[src/rtl/seq_normalizer.sv]
// seq_normalizer -- iterative leading-zero normalizer.
//
// Captures a 32-bit operand on start and shifts it left one bit per clock
// until bit 31 is set. Reports the shifted value, the number of shifts
// applied (the leading-zero count of the operand) and a zero flag. An
// operand that is zero or already normalized completes without shifting.
//
// Ports:
//   clk     in   1   system clock, rising edge
//   rst_n   in   1   asynchronous active-low reset
//   start   in   1   request, sampled only in IDLE
//   d_in    in  32   operand, captured on the accepting edge
//   busy    out  1   operation in progress (SHIFT or FIN)
//   done    out  1   one-cycle pulse, results valid
//   d_out   out 32   normalized operand
//   sh_amt  out  5   left-shift count applied
//   zero    out  1   captured operand was zero
module seq_normalizer (
  input  logic        clk,
  input  logic        rst_n,
  input  logic        start,
  input  logic [31:0] d_in,
  output logic        busy,
  output logic        done,
  output logic [31:0] d_out,
  output logic [4:0]  sh_amt,
  output logic        zero
);

  typedef enum logic [1:0] {
    IDLE  = 2'd0,
    SHIFT = 2'd1,
    FIN   = 2'd2
  } state_t;

  state_t      state;
  state_t      state_next;
  logic [31:0] work;
  logic [4:0]  cnt;

  // Operands that need no shifting go straight to FIN.
  logic load_done;
  assign load_done = (d_in == 32'd0) || d_in[31];

  // State register.
  // NOTE: every clocked process uses non-blocking assignments so all
  // registers update together from pre-edge values; blocking here would
  // make results depend on statement order.
  always_ff @(posedge clk or negedge rst_n) begin
    if (!rst_n) begin
      state <= IDLE;
    end else begin
      state <= state_next;
    end
  end

  // Next-state logic.
  // NOTE: state_next gets a default before the case so every path assigns
  // it; a missing assignment in combinational logic infers a latch.
  always_comb begin
    state_next = state;
    case (state)
      IDLE: begin
        if (start) begin
          state_next = load_done ? FIN : SHIFT;
        end
      end
      SHIFT: begin
        // Bit 30 set now means this shift lands a 1 in bit 31.
        if (work[30]) begin
          state_next = FIN;
        end
      end
      FIN: begin
        state_next = IDLE;
      end
      default: begin
        state_next = IDLE;
      end
    endcase
  end

  // Outputs decoded from the state register only; start and d_in never
  // reach an output without passing through a flop.
  always_comb begin
    busy = 1'b0;
    done = 1'b0;
    case (state)
      SHIFT: busy = 1'b1;
      FIN: begin
        busy = 1'b1;
        done = 1'b1;
      end
      default: begin
        busy = 1'b0;
        done = 1'b0;
      end
    endcase
  end

  // Datapath: working register, shift counter and result registers.
  // Results are written only on the edge that enters FIN, so they hold
  // their previous values throughout SHIFT and after returning to IDLE.
  always_ff @(posedge clk or negedge rst_n) begin
    if (!rst_n) begin
      work   <= 32'd0;
      cnt    <= 5'd0;
      d_out  <= 32'd0;
      sh_amt <= 5'd0;
      zero   <= 1'b0;
    end else begin
      case (state)
        IDLE: begin
          if (start) begin
            work <= d_in;
            cnt  <= 5'd0;
            if (load_done) begin
              d_out  <= d_in;
              sh_amt <= 5'd0;
              zero   <= (d_in == 32'd0);
            end
          end
        end
        SHIFT: begin
          // A nonzero operand has at most 31 leading zeros, so the counter
          // peaks at 31 on the final shift and never wraps.
          work <= {work[30:0], 1'b0};
          cnt  <= cnt + 5'd1;
          if (work[30]) begin
            d_out  <= {work[30:0], 1'b0};
            sh_amt <= cnt + 5'd1;
            zero   <= 1'b0;
          end
        end
        default: begin
          work <= work;
        end
      endcase
    end
  end

endmodule

[config.mk]
export PLATFORM = sky130hd
export DESIGN_NAME = seq_normalizer
export DESIGN_NICKNAME = d
export VERILOG_FILES = /design/src/rtl/seq_normalizer.sv
export SDC_FILE = /design/constraint.sdc
export NUM_CORES = 1
export LEC_CHECK = 0
export BUFFER_PORTS_ARGS = -buffer_cell sky130_fd_sc_hd__buf_2
export CAP_MARGIN = 20
export CORE_ASPECT_RATIO = 0.6
export CORE_MARGIN = 4
export CORE_UTILIZATION = 55
export CTS_CLUSTER_SIZE = 8
export DETAILED_ROUTE_END_ITERATION = 6
export PLACE_DENSITY = 0.81
export SYNTH_ARGS = -nofsm -noshare
export SYNTH_HDL_FRONTEND = slang
export SYNTH_SLANG_ARGS = --single-unit
[constraint.sdc]
create_clock -name clk -period 3.6 [get_ports clk]
set_input_delay 0.36 -clock clk [delete_from_list [all_inputs] [get_ports clk]]
set_output_delay 0.36 -clock clk [all_outputs]
set_load 0.005 [all_outputs]
==> impl_metrics.csv <==
group,metric,value,unit
cells_and_area,diodes,0,
synthesis,netlist_area,3390,sq um
drt,vias,2373,
drt,drc,0,
cts,cts_setup_buffers,0,
cells_and_area,finalNonFillerCells,451,
synthesis,syn_nets,330,
synthesis,yosysWarnings,0,
synthesis,syn-instance-count,291,
worst_setup_path,endpoint_kind,"flop",
cts,clkLatencyLatePin,0.35,ns
cells_and_area,fin_nets,405,
sta,fin_skew,0.0114,ns
run,max_cap_violations,0,
placement,place_congestion,0.808,
cts,clock-sinks,76,
worst_setup_path,crit_arrival,2.69,ns
worst_setup_path,r2r_start,"state[1]",
sta,hold-worst-slack,0.136,ns
worst_setup_path,reg2reg_slack,1.18,ns
drt,drt_iter0_drc,100,
cells_and_area,utilization,70.2,%
floorplanning,io-pin-count,75,
drt,viasPerCell,5.26,
sta,finalCritPeriodShare,67.3,%
synthesis,ys_seq_area_share,56.0,%
cts,holdBufCountCts,0,
cts,cts_root_buf,"clkbuf_8",
drt,detail-route-antenna-nets,0,
grt,grt_overflow_total,0,
placement,dpl.hpwl,5040,um
grt,grt_pass1_wl,11600,um
cts,clockBufferDepth,2,
floorplanning,dieWidth,109,um
cts,numCtsBuffers,9,
sta,period_needed,2.42,ns
synthesis,ys_types,28,
pwr,leakage,2.05,nW
cts,cts_resized,0,
outcome,status,"finished, final reports clean",
hold_path,hold_class,"input port to async pin",
placement,io_buffers,74,
worst_setup_path,crit_end,"d_out[6]",
sta,setup_viol,0,
grt,antenna_found_initial,0,
floorplanning,core_area,5780,sq um
worst_setup_path,r2r_cells,8,
sta,finalHoldViolCount,0,
placement,post-place-ws,1.23,ns
floorplanning,initial_core_util,58.7,%
drt,wl_per_cell,15.7,um
worst_setup_path,crit_fanout,20,
sta,slew_violations,0,
worst_setup_path,required,3.87,ns
drt,wl,7090,um
sta,slew_headroom,37.5,%
grt,grt_max_degree,77,
pwr,power.density,929,nW/um^2
floorplanning,dieArea,7530,sq um
floorplanning,fp-row-count,21,
worst_setup_path,cp-startpoint,"state[1]",
cts,cts_htree_levels,3,
placement,place_inst,435,
sta,fin_setup_tns,0,ns
worst_setup_path,r2r-end,"d_out[6]",
drt,firstDrtPassIters,5,
sta,tightest_slew,0.937,ns
synthesis,synth_seq_cells,76,
sta,finalWorstSetupSlack,1.18,ns
floorplanning,die_h,68.9,um
synthesis,syn_area_per_cell,11.7,sq um
sta,rsz0062_at_grt,"no",
cts,cts_tree,"yes",
cells_and_area,final_common_cell,"dfrtp_1",
cells_and_area,mostFrequentLayoutCells,"dfrtp_1 (76), buf_2 (73), mux2i_1 (52)",
grt,grt_pass1_vias,2413,
sta,max_freq,413,MHz
cells_and_area,drive_gt1_share,31.8,%
cts,clk_pin_slew,0.08,ns
pwr,ir_worst_vdd,0.000424,V
worst_setup_path,criticalPathCategory,"flop to flop",
cells_and_area,area_growth_syn_to_layout,19.5,%
worst_setup_path,critPathLaunchType,"flop",
grt,grt_usage,20.7,%
==> kinds of logic after synthesis <==
group / Yosys count / synth area share (%)
flops: 76 / 56.0
mux: 73 / 22.3
simple gates: 54 / 7.11
buf+inv: 44 / 6.01
compound gates: 37 / 6.30
fa+ha+maj: 4 / 1.47
xor+xnor: 3 / 0.774
==> flip-flops by register name (all words and copies together), names as in the netlist <==
| signal | flops |
|---|---|
| d_out | 32 |
| work | 31 |
| cnt | 5 |
| sh_amt | 5 |
| state | 2 |
| zero | 1 |
==> worst min-delay path by stage <==
stage                 start       end  slack (ns)
floorplan             rst_n    cnt[0]        0.06
global placement    work[0]   work[0]        0.47
detailed placement  work[0]   work[0]        0.48
CTS                   rst_n  d_out[2]        0.18
global route          rst_n  d_out[2]        0.21
finish                rst_n  d_out[6]        0.14
==> worst max-delay path, stage by stage (launching register included) <==
cell     delay [ns]
dfrtp_1        0.40
inv_1          0.09
ha_2           0.36
inv_1          0.18
o21ai_1        0.30
nor2_1         0.15
o21ai_4        0.31
buf_4          0.35
mux2i_1        0.22
==> metal layers <==
metal,share of wire (%),track usage [%],vias up
li1,-,-,1140
met1,51,28.9,1146
met2,41,30.6,80
met3,7.4,6.98,7
met4,0.75,6.53,0
met5,0,0,-
==> cell usage after synthesis (all sizes together) <==
cell | instances | area share (%)
buf | 13 | 2.6
o21a | 1 | 0.22
mux2 | 21 | 7.0
a32o | 1 | 0.29
ha | 4 | 1.5
o21ai | 5 | 0.85
nand2 | 5 | 0.55
nand4 | 2 | 0.37
nor2 | 33 | 3.7
o2bb2ai | 1 | 0.26
mux2i | 52 | 15
xor2 | 3 | 0.77
and2 | 1 | 0.18
o31ai | 1 | 0.22
clkbuf | 1 | 0.11
a21oi | 25 | 3.7
inv | 30 | 3.3
nand3 | 3 | 0.44
nor4 | 8 | 1.5
a22o | 3 | 0.77
dfrtp | 76 | 56
nand2b | 2 | 0.37
==> through the flow <==
step           area [sq um]  power, mW
2_1_floorplan          3390       2.56
3_3_place_gp           3820       2.95
3_5_place_dp           3820       3.01
4_1_cts                4060       3.79
5_1_grt                4060       4.05
6_report               4060       3.77
==> where the power goes <==
| part | switching, mW | total, mW | internal, mW |
|---|---|---|---|
| registers | 0.207 | 1.46 | 1.25 |
| logic | 0.817 | 1.53 | 0.713 |
| clock network | 0.316 | 0.778 | 0.462 |
| total | 1.34 | 3.77 | 2.43 |
==> layout make-up <==
class                   instances  area (sq um)
well taps                      80           100
flip-flops and latches         76          1900
fillers                       457          1720
repair buffers                 78           403
clock buffers                  10           128
clock inverters                 6           113
multi-input cells             171          1300
inverters                      30           113
No activity file was read; power rests on OpenSTA's default activity.
